<file path="src/rtl/mem_pkg.sv">
// rtl/mem_pkg.sv - shared constants, lane ids and address helpers for the data-memory arbiter
package mem_pkg;

  localparam int DEPTH_DEF = 64;
  localparam int WORD_LSB  = 2;
  localparam int ADDR_W    = 32;
  localparam int DATA_W    = 32;

  typedef enum logic {
    LANE0 = 1'b0,
    LANE1 = 1'b1
  } lane_t;

  function automatic logic same_word(input logic [ADDR_W-1:0] a, input logic [ADDR_W-1:0] b);
    return a[ADDR_W-1:WORD_LSB] == b[ADDR_W-1:WORD_LSB];
  endfunction

  function automatic logic word_in_range(input logic [ADDR_W-1:0] a, input int unsigned depth);
    return 32'(a >> WORD_LSB) < depth;
  endfunction

endpackage

</file>
<file path="src/rtl/rr_arb2.sv">
// rtl/rr_arb2.sv - two-requester round-robin arbiter with a lane-0 priority override
module rr_arb2
  import mem_pkg::*;
(
  input  logic       clk,
  input  logic       reset,
  input  logic [1:0] req,
  input  logic       prio0,
  output logic [1:0] grant
);

  lane_t rr_ptr, rr_ptr_nxt;

  always_ff @(posedge clk) begin
    if (reset) rr_ptr <= LANE0;
    else       rr_ptr <= rr_ptr_nxt;
  end

  // Only contested grants move the pointer, always away from the lane just served.
  always_comb begin
    grant      = 2'b00;
    rr_ptr_nxt = rr_ptr;
    if (!reset) begin
      case (req)
        2'b01: grant = 2'b01;
        2'b10: grant = 2'b10;
        2'b11: begin
          if (prio0 || rr_ptr == LANE0) begin
            grant      = 2'b01;
            rr_ptr_nxt = LANE1;
          end else begin
            grant      = 2'b10;
            rr_ptr_nxt = LANE0;
          end
        end
        default: grant = 2'b00;
      endcase
    end
  end

endmodule

</file>
<file path="src/rtl/dmem_arbiter.sv">
// rtl/dmem_arbiter.sv - shares the single-ported data memory between two load/store lanes
module dmem_arbiter
  import mem_pkg::*;
#(
  parameter int DEPTH = DEPTH_DEF,
  parameter int CNT_W = 16
) (
  input  logic              clk,
  input  logic              reset,
  input  logic              req0,
  input  logic              req1,
  input  logic              we0,
  input  logic              we1,
  input  logic [ADDR_W-1:0] addr0,
  input  logic [ADDR_W-1:0] addr1,
  input  logic [DATA_W-1:0] wdata0,
  input  logic [DATA_W-1:0] wdata1,
  output logic              ack0,
  output logic              ack1,
  output logic              rvalid0,
  output logic              rvalid1,
  output logic [DATA_W-1:0] rdata0,
  output logic [DATA_W-1:0] rdata1,
  output logic              err,
  output logic [CNT_W-1:0]  conflict_cnt,
  output logic              mem_write,
  output logic [ADDR_W-1:0] mem_address,
  output logic [DATA_W-1:0] mem_write_data,
  input  logic [DATA_W-1:0] mem_read_data
);

  logic [1:0]        grant;
  logic              granted;
  lane_t             win;
  logic              prio0;
  logic [ADDR_W-1:0] sel_addr;
  logic [DATA_W-1:0] sel_wdata;
  logic              sel_we;
  logic              sel_in_range;

  logic              ret_valid;
  lane_t             ret_lane;
  logic              ret_oor;
  logic [CNT_W-1:0]  cnt_q;

  // A store touching the same word as the other lane must not be reordered.
  assign prio0 = same_word(addr0, addr1) & (we0 | we1);

  rr_arb2 u_arb (
    .clk   (clk),
    .reset (reset),
    .req   ({req1, req0}),
    .prio0 (prio0),
    .grant (grant)
  );

  assign granted = |grant;
  assign win     = grant[1] ? LANE1 : LANE0;
  assign ack0    = grant[0];
  assign ack1    = grant[1];

  always_comb begin
    sel_addr  = '0;
    sel_wdata = '0;
    sel_we    = 1'b0;
    if (grant[0]) begin
      sel_addr  = addr0;
      sel_wdata = wdata0;
      sel_we    = we0;
    end else if (grant[1]) begin
      sel_addr  = addr1;
      sel_wdata = wdata1;
      sel_we    = we1;
    end
  end

  assign sel_in_range   = word_in_range(sel_addr, DEPTH);
  assign mem_address    = sel_addr;
  assign mem_write_data = sel_wdata;
  assign mem_write      = sel_we & sel_in_range;

  // ret_oor is loaded on every grant so it also flags dropped stores.
  always_ff @(posedge clk) begin
    if (reset) begin
      ret_valid <= 1'b0;
      ret_lane  <= LANE0;
      ret_oor   <= 1'b0;
    end else begin
      ret_valid <= granted & ~sel_we;
      ret_oor   <= granted & ~sel_in_range;
      if (granted) ret_lane <= win;
    end
  end

  always_ff @(posedge clk) begin
    if (reset)                           cnt_q <= '0;
    else if (req0 && req1 && !(&cnt_q))  cnt_q <= cnt_q + 1'b1;
  end

  assign conflict_cnt = cnt_q;

  // Reset discards a return that is still in flight.
  assign rvalid0 = ret_valid & (ret_lane == LANE0) & ~reset;
  assign rvalid1 = ret_valid & (ret_lane == LANE1) & ~reset;
  assign rdata0  = (rvalid0 && !ret_oor) ? mem_read_data : '0;
  assign rdata1  = (rvalid1 && !ret_oor) ? mem_read_data : '0;
  assign err     = ret_oor & ~reset;

endmodule
</file>
<file path="config.mk">
export PLATFORM = sky130hd
export DESIGN_NAME = dmem_arbiter
export DESIGN_NICKNAME = d
export VERILOG_FILES = /design/src/rtl/mem_pkg.sv /design/src/rtl/rr_arb2.sv /design/src/rtl/dmem_arbiter.sv
export SDC_FILE = /design/constraint.sdc
export NUM_CORES = 1
export LEC_CHECK = 0
export CELL_PAD_IN_SITES_DETAIL_PLACEMENT = 0
export CELL_PAD_IN_SITES_GLOBAL_PLACEMENT = 2
export CORE_MARGIN = 10
export CORE_UTILIZATION = 11
export DETAILED_ROUTE_END_ITERATION = 6
export MAX_ROUTING_LAYER = met4
export PLACE_DENSITY_LB_ADDON = 0.1
export SYNTH_ARGS = -nofsm -noshare
export SYNTH_HDL_FRONTEND = slang
export SYNTH_SLANG_ARGS = --single-unit
</file>
<file path="constraint.sdc">
create_clock -name clk -period 2.55 [get_ports clk]
set_input_delay 0.255 -clock clk [delete_from_list [all_inputs] [get_ports clk]]
set_output_delay 0.255 -clock clk [all_outputs]
set_load 0.1 [all_outputs]
</file>
==> out/qor.txt, run 1 <==
status -> finished with violations
failing checks -> negative setup slack
worst-path fanout max -> 9
YS warnings -> 0
worst hold path stage count -> 2
FILL cells -> 2235
starting density of the core -> 11.2%
synthesized instance count -> 319
Max rail drop VDD -> 0.165 mV
Total Wirelength -> 22.4 mm
Post-Syn Area per Cell -> 7.91 µm²
Critical Path, Cell by Cell -> buf_2 > xor2_2 > nor4_2 > nand4_1 > o41ai_2 > buf_4 > o21a_4 > and2_4 > clkbuf_16 > a22o_2 > buf_12
Synth top area share -> 21.9%
Routed Antenna Nets -> 0
Die Width -> 171 µm
cts hold-fix bufs -> 0
max-slew violation count -> 0
via count -> 4134
hold path start -> conflict_cnt[1]
Max Freq -> 0.344 GHz
Tcrit/Tclk final -> 114%
Seq/Total Area, Yosys -> 15.9%
first-pass GRT wire length -> 30.9 mm
layout cells sized above 1 -> 57.3%
Vias/cell -> 4.13
worst slew pin tran -> 0.471 ns
Final WS setup -> -0.354 ns
top-count cell post-synth -> and2_1
r2r setup slk -> 0.57 ns
final core utilization -> 38.3%
First-pass DRT Iterations -> 4
post-place setup slack -> -0.684 ns
global route overflow -> 0
H-tree levels -> 1
Synth Net Count -> 486
# IOs -> 316
Clock Tree Root -> clkbuf_16
RSZ-0062 raised after global routing -> yes
origin of the worst setup path -> addr0[16]
routed len/inst -> 22.4 µm
clk buf depth -> 2
TritonCTS Sinks -> 20
final hold violations -> 0
Synth async-reset ratio -> 0%
Register Area -> 407 µm²
Num CTS Buffers -> 3
DR iter-0 viols -> 138
Clock Skew -> 0.00376 ns
worst reg2reg path startpoint -> conflict_cnt[0]
Yosys cell types -> 35
drt drc -> 0
hold path endpoint -> conflict_cnt[1]
Rel. slew slack -> 68.3%
Final setup viols -> 67
num rows -> 55
FF+latch count, synth -> 20
area occupied by multi-input gates -> 2540 µm²
# port buffers -> 315
vias in the first global route -> 4387
Synth Flop Type -> dfxtp_1
grt met2 use -> 27.3%
Final HPWL DP -> 18.4 mm
crit-path max cell delay -> 0.35 ns
area of the core -> 22600 µm²
most frequent cells after synthesis -> and2_1 (65), a22o_1 (63), xor2_1 (24)
Slowest-stage cell, CP -> nor4_2
Mapped Area -> 2520 µm²
Worst EP required -> 2.30 ns
EDFF count, synth -> 0
pin count of the biggest net entering global routing -> 35
total track usage -> 14.4%
setup_tns -> -20.37 ns
met1 usage -> 13.9%
Nets -> 877
Synth area leader -> a22o_1
die area -> 29400 µm²
worst min path class -> reg2reg
Max Cap Viol -> 0
Pleak -> 3.71 nW
GRT busiest layer -> met2
Pwr Density -> 289 nW/µm²
WP data arrival -> 2.65 ns
ranking of synthesized cells by area -> a22o_1 (22%), and2_1 (16%), dfxtp_1 (16%)
Worst setup SP type -> input port
GR Layer Usage met3 -> 4.93%
worst setup path class -> in2out
initial antenna violation count -> 9
final hold slack -> 0.504 ns
Clock Latency Late Sink -> 0.25 ns
crit end category -> primary output
fin crit period -> 2.90 ns
worst reg-to-reg path cell count -> 9
capture point of the worst reg-to-reg path -> conflict_cnt[13]
routability cong. -> 0.811
CTS tree -> built
clk slew on worst S/H paths -> 0.06 ns
area grow syn2layout -> 243%
Die H -> 171 µm
-- worst max-delay path, delay by kind of cell --
family          cells  cell delay [ns]
compound gates      3             0.61
simple gates        3             0.89
xor+xnor            1             0.18
buf+inv             4             0.70
-- placed cells by master, fill, tap and decap left out, types with 9 or more instances in the layout --
cell type	synthesis	layout
buf_12	0	136
clkdlybuf4s50_1	0	104
buf_4	1	95
a22o_4	0	48
and2_1	65	35
and2_2	0	29
buf_2	0	22
dlygate4sd2_1	0	20
nor2_1	19	19
xor2_1	24	17
a22o_2	0	15
dfxtp_1	20	15
xnor2_1	18	12
nand2_1	12	12
buf_6	13	12
nor4_1	14	11
nand4_1	9	9
-- state kept, by name (all words and copies together) (netlist names) --
name	cells
conflict_cnt	16
ret_valid	1
u_arb.rr_ptr	1
ret_lane	1
ret_oor	1
-- report_power, final --
part           internal [W]  switching, W  leakage [nW]
registers          0.000320    0.00000660         0.165
clock network      0.000207      0.000110        0.0370
logic              0.000814       0.00104          3.51
total               0.00134       0.00116          3.71
-- how the worst max path moves through the flow --
stage | end | cells after the start | slack, ns
3_5_place_dp | mem_address[22] | 10 | -0.68
2_1_floorplan | rdata0[10] | 4 | -0.18
4_1_cts | mem_write_data[15] | 12 | -0.32
3_3_place_gp | mem_address[4] | 10 | -0.67
6_report | mem_address[26] | 11 | -0.35
5_1_grt | mem_address[8] | 12 | -0.45
-- layout make-up --
type	count	area share (%)
multi-input cells	270	29.4
well taps	285	4.12
diodes	7	0.203
clock buffers	3	0.868
repair buffers	410	60.5
inverters	5	0.217
flip-flops and latches	20	4.70
-- timing repair --
action                     in CTS  in global routing
gates resized for setup       206                 43
setup buffers                  11                  4
cloned                          5                  3
hold endpoints to repair        0                  0
pin swaps                      34                 16
setup endpoints to repair      68                 67
-- stage by stage --
step,power [W],area (µm²),cells
after floorplan,0.00123,2720,319
after global routing,0.00259,8650,1000
final,0.00250,8650,1000
after global placement,0.00208,7970,970
after detailed placement,0.00208,7970,970
after CTS,0.00248,8400,989
-- metal layers --
metal	part of all wire, %	vias up
li1	-	1969
met2	55	186
met5	0	-
met1	34	1965
met4	1.2	0
met3	9.4	14
-- cells by family (layout without fill, tap and decap cells) --
kind of cell | Yosys count | after routing | share of synthesized area [%]
adders and majority gates | 1 | 1 | 0.496
buffers and inverters | 29 | 418 | 8.33
other | 0 | 7 | 0
xor gates and xnor gates | 42 | 42 | 14.6
AOI/OAI and AO/OA | 82 | 82 | 27.9
and+or+nand+nor | 145 | 145 | 32.8
DFF | 20 | 20 | 15.9
No activity file was read; power rests on OpenSTA's default activity.
==> run 2, diff against run 1 <==
--- a/config.mk
+++ b/config.mk
@@ -12,6 +12,7 @@
 export DETAILED_ROUTE_END_ITERATION = 6
 export MAX_ROUTING_LAYER = met4
 export PLACE_DENSITY_LB_ADDON = 0.1
+export REMOVE_ABC_BUFFERS = 1
 export SYNTH_ARGS = -nofsm -noshare
 export SYNTH_HDL_FRONTEND = slang
 export SYNTH_SLANG_ARGS = --single-unit
==> out/qor.txt, run 2 (same netlist as run 1, synthesis figures left out) <==
clk buf depth -> 2 (unchanged)
pin count of the biggest net entering global routing -> 33 (-5.7%)
GRT busiest layer -> met2
Die H -> 171 µm (unchanged)
met1 usage -> 16.0% (+2.1 points)
WP buf/inv -> 5 (+1)
Rel. slew slack -> 63.3% (-5.1 points)
Worst EP required -> 2.30 ns (about the same)
Worst setup SP type -> input port
# port buffers -> 315 (unchanged)
Finished Layout Cells -> 1004 (+0.40%)
worst min path class -> reg2reg
CTS tree -> built
WP data arrival -> 2.54 ns (-0.11 ns)
status -> finished with violations
global route overflow -> 0 (unchanged)
DR iter-0 viols -> 134 (-2.9%)
routed len/inst -> 24.0 µm (+7.1%)
drt drc -> 0 (unchanged)
crit-path max cell delay -> 0.38 ns (+0.03 ns)
grt met2 use -> 28.2% (+0.95 points)
layout cells sized above 1 -> 49.9% (-7.5 points)
Pleak -> 3.62 nW (-2.5%)
num rows -> 55 (unchanged)
Max Freq -> 0.357 GHz (+3.8%)
Vias/cell -> 4.09 (-1.0%)
Nets -> 872 (-0.57%)
Most common cell on crit path -> buf_4
area of the core -> 22600 µm² (unchanged)
die area -> 29400 µm² (unchanged)
First-pass DRT Iterations -> 4 (unchanged)
Slowest-stage cell, CP -> a2111o_1
Total Wirelength -> 24.1 mm (+7.5%)
worst slew pin tran -> 0.547 ns (+0.0760 ns)
crit end category -> primary output
area grow syn2layout -> 239%
most frequent cells in the layout -> buf_12 (142), clkdlybuf4s50_1 (103), buf_4 (88)
Clock Latency Late Sink -> 0.25 ns (about the same)
Clock Skew -> 0.00147 ns (-0.00229 ns)
Final HPWL DP -> 20.4 mm (+10%)
final hold violations -> 0 (unchanged)
cts hold-fix bufs -> 0 (unchanged)
FILL cells -> 2219 (-0.72%)
via count -> 4108 (-0.63%)
TritonCTS Sinks -> 20 (unchanged)
Final WS setup -> -0.248 ns (+0.106 ns)
RSZ-0062 raised after global routing -> yes
failing checks -> negative setup slack
Clock Tree Root -> clkbuf_16
fin crit period -> 2.80 ns (-0.106 ns)
Tcrit/Tclk final -> 110% (-4.2 points)
initial antenna violation count -> 15 (+6)
Pwr Density -> 295 nW/µm² (+2.1%)
max-slew violation count -> 0 (unchanged)
GR Layer Usage met3 -> 5.48% (+0.55 points)
starting density of the core -> 11.2% (unchanged)
most common cell after layout, fill and taps aside -> buf_12
cell class contributing the biggest share of worst-path delay -> compound AO/OA/AOI/OAI gates
Critical Path, Cell by Cell -> dlygate4sd2_1 > inv_2 > o22ai_1 > a2111o_1 > o41ai_2 > buf_4 > a211oi_4 > buf_4 > a32oi_2 > and4bb_1 > buf_12
H-tree levels -> 1 (unchanged)
Max rail drop VDD -> 0.253 mV (+53%)
first-pass GRT wire length -> 32.4 mm (+4.8%)
Die Width -> 171 µm (unchanged)
worst setup path class -> in2out
vias in the first global route -> 4226 (-3.7%)
worst-path fanout max -> 5 (-4)
routability cong. -> 0.857 (+5.7%)
Num CTS Buffers -> 3 (unchanged)
total track usage -> 15.4% (+1.0 points)
Final Power -> 0.00253 W (+1.1%)
max reg flops -> 16 (unchanged)
Placed Cells -> 971 (+0.10%)
# IOs -> 316 (unchanged)
clk slew on worst S/H paths -> 0.06 ns (about the same)
Final setup viols -> 66 (-1.5%)
Routed Antenna Nets -> 0 (unchanged)
Max Cap Viol -> 0 (unchanged)
[run 2: cell count changes in the layout (fill, tap and decap cells not counted), sizes merged]
cell,previous run,this run
buf,272,271
clkdlybuf4s15,5,6
clkbuf,10,9
diode,7,15
clkdlybuf4s50,104,103
dlymetal6s2s,2,0
[run 2: stage by stage]
stage	hold WS, ns	util, %	cell area (µm²)	setup WS (ns)	setup TNS (ns)
6_report	0.512	37.9	8560	-0.248	-11.27
5_1_grt	0.537	37.9	8560	-0.338	-17.44
4_1_cts	0.516	37.0	8340	-0.227	-12.05
3_5_place_dp	0.506	34.6	7810	-0.753	-39.86
3_3_place_gp	0.486	34.6	7810	-0.737	-39.00
2_1_floorplan	0.324	-	2330	-5.41	-441.40
[run 2: repair_timing]
action / 4_1_cts / 5_1_grt
pin swaps: 53 / 22
resized for setup: 230 / 34
cloned: 6 / 2
setup buffers: 4 / 2
setup endpoints to repair: 67 / 66
[run 2: area by class of cell]
| class | instances | area [µm²] | share of cell area [%] |
|---|---|---|---|
| Antenna cell | 15 | 37.5 | 0.438 |
| Timing Repair Buffer | 405 | 5230 | 61.1 |
| Clock buffer | 4 | 88.8 | 1.04 |
| Tap cell | 285 | 357 | 4.16 |
| Inverter | 5 | 21.3 | 0.248 |
| Sequential cell | 20 | 400 | 4.68 |
| Multi-Input combinational cell | 270 | 2430 | 28.3 |
[run 2: metal layers]
layer / wire length [µm] / vias up
li1: - / 1967
met1: 9240 / 1983
met2: 12900 / 154
met3: 1900 / 4
met4: 74 / 0
met5: 0 / -
[run 2: path summary, 6_finish.rpt]
check / startpoint / end / slack [ns] / cells past startpoint
max: addr1[6] / mem_write / -0.25 / 11
min reg2reg: conflict_cnt[1] / conflict_cnt[1] / 0.51 / 2
min: conflict_cnt[1] / conflict_cnt[1] / 0.51 / 2
max reg2reg: conflict_cnt[0] / conflict_cnt[13] / 0.47 / 8
[run 2: power breakdown]
part,leakage [nW],switching [W],internal (W)
Sequential,0.162,0.00000600,0.000320
Combinational,3.41,0.00104,0.000799
Clock,0.0443,0.000117,0.000239
Total,3.62,0.00117,0.00136
[run 2: worst register-to-register path, delay by kind of cell, from the launching register on]
family	cells	cell delay, ns
AO/OA/AOI/OAI	1	0.12
XOR/XNOR	1	0.16
adder cells (fa/ha/maj)	1	0.26
buffers and inverters	1	0.18
flip-flops	1	0.35
AND/OR/NAND/NOR	4	0.91
